File: src/rtl/alu_op_encode_stage.sv
// alu_op_encode_stage
//   Decode-side producer of the ALU control bundle. Takes RV32I instruction
//   words from fetch over a valid/ready handshake, decodes them, and presents
//   registered ALU control to the execute stage one cycle later. A 2-entry
//   skid (output register plus one parked entry) keeps o_inst_ready free of
//   any combinational path from i_ready.
//
// Ports
//   i_clk, i_rst         clock (rising edge), synchronous active-high reset
//   i_flush              drop everything held and anything arriving this cycle
//   i_inst_valid/o_inst_ready, i_inst, i_pc   upstream instruction handshake
//   o_valid/i_ready      downstream decoded-control handshake
//   o_opsel, o_imm, o_op2_imm, o_op1_pc, o_pc  ALU operation and operand selects
//   o_rs1, o_rs2, o_rd, o_rd_wen               register indices, rd write enable
//   o_illegal            instruction could not be decoded (flows on for trap)
module alu_op_encode_stage #(
    parameter logic [3:0] ILLEGAL_OPSEL = 4'b1111,
    parameter bit         SKID_EN       = 1'b1
) (
    input  logic        i_clk,
    input  logic        i_rst,
    input  logic        i_flush,
    input  logic        i_inst_valid,
    output logic        o_inst_ready,
    input  logic [31:0] i_inst,
    input  logic [31:0] i_pc,
    output logic        o_valid,
    input  logic        i_ready,
    output logic [3:0]  o_opsel,
    output logic [31:0] o_imm,
    output logic        o_op2_imm,
    output logic        o_op1_pc,
    output logic [31:0] o_pc,
    output logic [4:0]  o_rs1,
    output logic [4:0]  o_rs2,
    output logic [4:0]  o_rd,
    output logic        o_rd_wen,
    output logic        o_illegal
);

    localparam logic [3:0] OP_ADD   = 4'd0;
    localparam logic [3:0] OP_SUB   = 4'd1;
    localparam logic [3:0] OP_SLT   = 4'd3;
    localparam logic [3:0] OP_SLTU  = 4'd4;
    localparam logic [3:0] OP_SRL   = 4'd6;
    localparam logic [3:0] OP_SRA   = 4'd7;
    localparam logic [3:0] OP_PASSB = 4'd10;

    typedef struct packed {
        logic [3:0]  opsel;
        logic [31:0] imm;
        logic        op2_imm;
        logic        op1_pc;
        logic [31:0] pc;
        logic [4:0]  rs1;
        logic [4:0]  rs2;
        logic [4:0]  rd;
        logic        rd_wen;
        logic        illegal;
    } ctl_t;

    // funct3 -> ALU op for the shared R/I arithmetic map (SUB/SRA picked by funct7).
    function automatic logic [3:0] base_op(input logic [2:0] f3);
        case (f3)
            3'b000:  base_op = 4'd0;
            3'b001:  base_op = 4'd2;
            3'b010:  base_op = 4'd3;
            3'b011:  base_op = 4'd4;
            3'b100:  base_op = 4'd5;
            3'b101:  base_op = 4'd6;
            3'b110:  base_op = 4'd8;
            default: base_op = 4'd9;
        endcase
    endfunction

    function automatic ctl_t decode(input logic [31:0] inst, input logic [31:0] pc);
        ctl_t               c;
        logic               bad;
        logic [2:0]         f3;
        logic [6:0]         f7;
        logic signed [31:0] imm_i;
        logic signed [31:0] imm_s;
        logic signed [31:0] imm_b;
        logic signed [31:0] imm_j;
        logic [31:0]        imm_u;
        f3    = inst[14:12];
        f7    = inst[31:25];
        imm_i = {{20{inst[31]}}, inst[31:20]};
        imm_s = {{20{inst[31]}}, inst[31:25], inst[11:7]};
        imm_b = {{19{inst[31]}}, inst[31], inst[7], inst[30:25], inst[11:8], 1'b0};
        imm_j = {{11{inst[31]}}, inst[31], inst[19:12], inst[20], inst[30:21], 1'b0};
        imm_u = {inst[31:12], 12'b0};
        bad       = 1'b0;
        c         = '0;
        c.pc      = pc;
        c.rs1     = inst[19:15];
        c.rs2     = inst[24:20];
        c.rd      = inst[11:7];
        c.rd_wen  = 1'b1;
        c.op2_imm = 1'b1;
        case (inst[6:0])
            7'b0110011: begin
                c.op2_imm = 1'b0;
                c.opsel   = base_op(f3);
                if (f7 == 7'b0100000 && f3 == 3'b000)      c.opsel = OP_SUB;
                else if (f7 == 7'b0100000 && f3 == 3'b101) c.opsel = OP_SRA;
                else if (f7 != 7'b0000000)                 bad = 1'b1;
            end
            7'b0010011: begin
                c.opsel = base_op(f3);
                c.imm   = imm_i;
                if (f3 == 3'b001) begin
                    c.imm = {27'b0, inst[24:20]};
                    if (f7 != 7'b0000000) bad = 1'b1;
                end else if (f3 == 3'b101) begin
                    c.imm   = {27'b0, inst[24:20]};
                    c.opsel = f7[5] ? OP_SRA : OP_SRL;
                    if (f7 != 7'b0000000 && f7 != 7'b0100000) bad = 1'b1;
                end
            end
            7'b0110111: begin
                c.opsel = OP_PASSB;
                c.imm   = imm_u;
            end
            7'b0010111: begin
                c.opsel  = OP_ADD;
                c.op1_pc = 1'b1;
                c.imm    = imm_u;
            end
            7'b0000011: begin
                c.opsel = OP_ADD;
                c.imm   = imm_i;
            end
            7'b0100011: begin
                c.opsel  = OP_ADD;
                c.imm    = imm_s;
                c.rd_wen = 1'b0;
            end
            7'b1100011: begin
                c.op2_imm = 1'b0;
                c.imm     = imm_b;
                c.rd_wen  = 1'b0;
                case (f3[2:1])
                    2'b00:   c.opsel = OP_SUB;
                    2'b10:   c.opsel = OP_SLT;
                    2'b11:   c.opsel = OP_SLTU;
                    default: bad = 1'b1;
                endcase
            end
            7'b1101111: begin
                c.opsel  = OP_ADD;
                c.op1_pc = 1'b1;
                c.imm    = imm_j;
            end
            7'b1100111: begin
                c.opsel = OP_ADD;
                c.imm   = imm_i;
                if (f3 != 3'b000) bad = 1'b1;
            end
            default: bad = 1'b1;
        endcase
        if (bad) begin
            c.illegal = 1'b1;
            c.opsel   = ILLEGAL_OPSEL;
            c.imm     = '0;
            c.op2_imm = 1'b0;
            c.op1_pc  = 1'b0;
            c.rd_wen  = 1'b0;
        end
        if (c.rd == 5'd0) c.rd_wen = 1'b0;
        return c;
    endfunction

    ctl_t dec_p0;
    ctl_t ctl_p1;
    ctl_t skid_p1;
    logic vld_p1;
    logic skid_vld_p1;
    logic in_xfer;

    // ---- stage p0: combinational decode of the offered word ----
    assign dec_p0  = decode(i_inst, i_pc);
    assign in_xfer = i_inst_valid & o_inst_ready;

    // With the skid, readiness depends only on local state; without it the
    // single register can refill in the same cycle it drains.
    assign o_inst_ready = ~i_rst & (SKID_EN ? ~skid_vld_p1 : (~vld_p1 | i_ready));

    // ---- stage p1: output register and skid entry ----
    always_ff @(posedge i_clk) begin
        if (i_rst) begin
            vld_p1      <= 1'b0;
            skid_vld_p1 <= 1'b0;
            ctl_p1      <= '0;
            skid_p1     <= '0;
        end else if (i_flush) begin
            vld_p1      <= 1'b0;
            skid_vld_p1 <= 1'b0;
        end else if (!vld_p1 || i_ready) begin
            // Skid is only ever full while the output register is full and
            // input is blocked, so the two sources never compete here.
            if (skid_vld_p1) begin
                ctl_p1      <= skid_p1;
                vld_p1      <= 1'b1;
                skid_vld_p1 <= 1'b0;
            end else begin
                vld_p1 <= in_xfer;
                if (in_xfer) ctl_p1 <= dec_p0;
            end
        end else if (in_xfer && SKID_EN) begin
            skid_p1     <= dec_p0;
            skid_vld_p1 <= 1'b1;
        end
    end

    assign o_valid   = vld_p1;
    assign o_opsel   = ctl_p1.opsel;
    assign o_imm     = ctl_p1.imm;
    assign o_op2_imm = ctl_p1.op2_imm;
    assign o_op1_pc  = ctl_p1.op1_pc;
    assign o_pc      = ctl_p1.pc;
    assign o_rs1     = ctl_p1.rs1;
    assign o_rs2     = ctl_p1.rs2;
    assign o_rd      = ctl_p1.rd;
    assign o_rd_wen  = ctl_p1.rd_wen;
    assign o_illegal = ctl_p1.illegal;

endmodule

File: config.mk
export PLATFORM = sky130hd
export DESIGN_NAME = alu_op_encode_stage
export DESIGN_NICKNAME = d
export VERILOG_FILES = /design/src/rtl/alu_op_encode_stage.sv
export SDC_FILE = /design/constraint.sdc
export NUM_CORES = 1
export LEC_CHECK = 0
export ABC_AREA = 1
export ABC_CLOCK_PERIOD_IN_PS = 1700
export BUFFER_PORTS_ARGS = -buffer_cell sky130_fd_sc_hd__buf_2
export CAP_MARGIN = 20
export CORE_UTILIZATION = 55
export DETAILED_ROUTE_END_ITERATION = 8
export PLACE_DENSITY_LB_ADDON = 0.1
export SYNTH_ARGS = -nofsm -noshare
export SYNTH_HDL_FRONTEND = slang
export SYNTH_SLANG_ARGS = --single-unit
File: constraint.sdc
create_clock -name i_clk -period 1.7 [get_ports i_clk]
set_input_delay 0.34 -clock i_clk [delete_from_list [all_inputs] [get_ports i_clk]]
set_output_delay 0.34 -clock i_clk [all_outputs]
set_load 0.01 [all_outputs]
==> flow_summary.rst <==
.. list-table::
   :header-rows: 1

   * - Metric
     - Value
   * - Number of pins with negative max-slew slack in the final report
     - 0
   * - Net count of the mapped netlist
     - 1,116
   * - RD Place Congestion
     - 0.9160
   * - Hold Violations, Final
     - 0
   * - Crit share post-route
     - 93.41%
   * - Arrival time of the worst setup path
     - 1.94 ns
   * - Antenna violations before repair
     - 0
   * - Post-layout min period
     - 1.588 ns
   * - Hold Path Cell Cnt
     - 3
   * - Post-route non-filler standard cell count
     - 1,396
   * - Summed instance area of the synthesized netlist
     - 0.007574 mm^2
   * - Count of yosys warnings during synthesis
     - 0
   * - Static Leakage
     - 4.350 nW
   * - Global-route usage over all layers
     - 30.88%
   * - Number of violations of the max-capacitance limit
     - 0
   * - Endpoint, Worst Hold
     - skid_p1[47]$_SDFFE_PP0P_
   * - Area of the multi-input gates
     - 0.003500 mm^2
   * - Number of global-route vias before repair
     - 7,236
   * - Synthesized area divided by synthesized cell count
     - 7.234 um^2
   * - Area Overhead vs Synth
     - 25.51%
   * - R2R cell count
     - 9
   * - Worst Clk Skew
     - 0.008538 ns
   * - Placeable core region
     - 0.01335 mm^2
   * - TritonCTS Buffers
     - 17
   * - Worst-path fanout max
     - 7
   * - Maximum buffer depth of the clock tree
     - 2
   * - TritonCTS sink count
     - 176
   * - Wire length of the first global-routing pass
     - 35,390 um
   * - Number of routed nets with antenna violations
     - 0
   * - Aggregate global routing overflow
     - 0
   * - Wirelength, routed
     - 21,850 um
   * - Critical-path cell list
     - inv_1 -> nor2_4 -> inv_2 -> nor3_4 -> buf_4 -> buf_4 -> buf_4 -> o21ai_0 -> a21oi_1
   * - Horizontal die dimension
     - 119.3 um
   * - Kind of critical path
     - reg2reg
   * - Starting density of the core
     - 56.74%
   * - TritonCTS clock tree
     - done
   * - Detailed-route wire length per cell
     - 15.65 um
   * - Clock Latency Late Sink
     - 0.42 ns
   * - Port Buffer Count
     - 157
   * - Die area
     - 0.01424 mm^2
   * - FF+latch area
     - 0.003525 mm^2
   * - Number of fill cells
     - 1,152
   * - CTS H-tree lvls
     - 4
   * - Fmax achieved
     - 0.6297 GHz
   * - Instance count after placement with tap cells included
     - 1,359
   * - Final HPWL DP
     - 13,940 um
   * - Register bit count reported by yosys
     - 176
   * - Fraction of layout instances using a drive strength above 1
     - 23.36%
   * - DRC violations left
     - 0
   * - Tightest Hold Check Type
     - in2reg
   * - CTS Root Buffer Type
     - sky130_fd_sc_hd__clkbuf_16
   * - Worst-margin pin slew
     - 0.5974 ns
   * - Part of the total power dissipated in the clock network
     - 43.7%
   * - Startpoint of the worst register-to-register path
     - o_valid$_SDFFE_PP0P_
   * - Sequential share of the synthesized area
     - 46.52%
   * - Net count, final
     - 1,276
   * - Cell-internal power
     - 0.006849 W
   * - Via-per-instance ratio
     - 5.664
   * - Worst hold path startpoint
     - i_pc[30]
   * - Die Height
     - 119.3 um
   * - Switching Fraction
     - 24.20%
   * - Cell area power density
     - 950.6 mW/mm^2
   * - Run status
     - finished, final reports clean
   * - Flop pwr share
     - 47.6%
   * - Gate power share
     - 8.7%
   * - Total Power Consumption
     - 0.009036 W
   * - End of the worst register-to-register path
     - skid_p1[55]$_SDFFE_PP0P_
   * - Standard-cell row count
     - 42
   * - Number of distinct library cell variants in the gate-level netlist after synthesis
     - 27
   * - Largest net degree at the start of global routing
     - 172
   * - Cell count after synthesis
     - 1,047
   * - Maximum vdd drop
     - 0.0006756 V
   * - Critical path's slowest cell
     - sky130_fd_sc_hd__dfxtp_1
   * - Slew Limit Headroom
     - 60.18%
   * - Commonest non-fill, non-tap cells in the layout
     - sky130_fd_sc_hd__o21ai_0 (180), sky130_fd_sc_hd__nand2_1 (180), sky130_fd_sc_hd__dfxtp_1 (175), sky130_fd_sc_hd__buf_2 (157), sky130_fd_sc_hd__a21oi_1 (132)
   * - Placed Area
     - 0.008808 mm^2
   * - Critical Path Max Stage Delay
     - 0.33 ns
   * - CP dominant cell by count
     - sky130_fd_sc_hd__buf_4
   * - First DRT Iteration DRCs
     - 773
   * - Net switching power
     - 0.002187 W
   * - Antenna diode count
     - 0
   * - Nature of the critical path endpoint
     - flop
   * - Type of origin of the critical path
     - flop
   * - Endpoints failing setup
     - 0
   * - Required time of the critical path
     - 2.05 ns
   * - Total I/O pin count
     - 158
   * - Post-route cell area
     - 0.009505 mm^2
   * - Clock transition at the register clock pins on the worst setup and hold paths after CTS
     - 0.06 ns
   * - Number of optimization iterations in the first detailed-route pass
     - 5
   * - Via count
     - 7,907
   * - Reg-to-reg setup timing slack
     - 0.11 ns
==> critical path, delay by kind of cell (launching register included) <==
family                 cells  cell delay [ns]
buffers and inverters      5             0.61
and+or+nand+nor            2             0.34
DFF                        1             0.33
AOI/OAI and AO/OA          2             0.23
==> metal layers <==
layer / wire (um) / share of wire (%) / vias up / GRT usage, %
met1: 9804 / 45 / 3644 / 42.54
li1: - / - / 3891 / -
met2: 9946 / 46 / 341 / 48.40
met4: 423 / 1.9 / 0 / 11.02
met5: 0 / 0 / - / 0
met3: 1675 / 7.7 / 31 / 5.603
==> synth_stat cells, drive strengths merged <==
master / n / share of area [%]
nand2: 182 / 9.1
o21ai: 182 / 12
dfxtp: 176 / 47
a21oi: 132 / 8.7
nor2: 111 / 5.8
clkbuf: 54 / 2.7
inv: 49 / 2.4
a31oi: 48 / 4.0
nand3: 43 / 2.8
buf: 31 / 2.4
o211ai: 21 / 2.1
nand4: 5 / 0.41
nor3: 4 / 0.33
clkinv: 3 / 0.15
nor4: 2 / 0.17
a211oi: 1 / 0.099
o21a: 1 / 0.099
o22ai: 1 / 0.083
or2: 1 / 0.083
==> final cells by class <==
cell class / instances / area share [%]
inverter: 52 / 2.080
tap: 176 / 2.317
clock buffer: 21 / 4.949
clock inverter: 11 / 1.329
timing repair buffer: 226 / 15.43
multi-input combinational: 734 / 36.82
sequential: 176 / 37.08
==> how the worst max path moves through the flow <==
stage                        startpoint                        to  slack [ns]  depth (start not counted)
3_3_place_gp                 i_inst[12]  skid_p1[84]$_SDFFE_PP0P_       -0.13                         10
2_1_floorplan  skid_vld_p1$_SDFFE_PP0P_  skid_p1[62]$_SDFFE_PP0P_        0.10                          7
4_1_cts            o_valid$_SDFFE_PP0P_  skid_p1[48]$_SDFFE_PP0P_        0.01                          8
5_1_grt            o_valid$_SDFFE_PP0P_  skid_p1[28]$_SDFFE_PP0P_       -0.02                          9
6_report           o_valid$_SDFFE_PP0P_  skid_p1[55]$_SDFFE_PP0P_        0.11                          9
3_5_place_dp                 i_inst[28]  skid_p1[84]$_SDFFE_PP0P_       -0.22                         12
==> sequential cells by signal (all words and copies together), names as in the netlist <==
| register | cells |
|---|---|
| o_opsel | 4 |
| o_op1_pc | 1 |
| o_rd | 5 |
| skid_vld_p1 | 1 |
| o_op2_imm | 1 |
| o_rs1 | 5 |
| o_rs2 | 5 |
| o_valid | 1 |
| skid_p1 | 87 |
| o_illegal | 1 |
| o_pc | 32 |
| o_imm | 32 |
| o_rd_wen | 1 |
==> through the flow <==
| step | setup slack [ns] | hold slack (ns) | utilization, % | setup TNS (ns) |
|---|---|---|---|---|
| after global routing | -0.02090 | 0.1450 | 71.21 | -0.03125 |
| after detailed placement | -0.2165 | 0.4681 | 65.99 | -7.723 |
| after CTS | 0.01013 | 0.1422 | 70.49 | 0 |
| after floorplan | 0.1034 | 0.4128 | - | 0 |
| after global placement | -0.1285 | 0.4652 | 65.99 | -3.651 |
| final | 0.1120 | 0.1526 | 71.21 | 0 |
==> timing repair <==
item | CTS | global route
cloned | 0 | 2
pin swaps | 0 | 2
hold buffers | 0 | 0
setup endpoints to repair | 1 | 87
setup buffers | 0 | 3
resized for setup | 1 | 7
==> power by group through the flow <==
stage	Clock (W)	Combinational (W)	Sequential (W)
floorplan	0	0.000346	0.00443
global placement	0	0.000765	0.00439
detailed placement	0	0.000771	0.00439
CTS	0.00399	0.000777	0.00430
global route	0.00417	0.000872	0.00431
finish	0.00395	0.000787	0.00430
==> cells by family after synthesis <==
family          count (synthesis)  share of synthesized area (%)
buf+inv                       137                          7.649
compound gates                386                          27.08
simple gates                  348                          18.75
flops                         176                          46.52
Power figures use the tool's default switching activity.
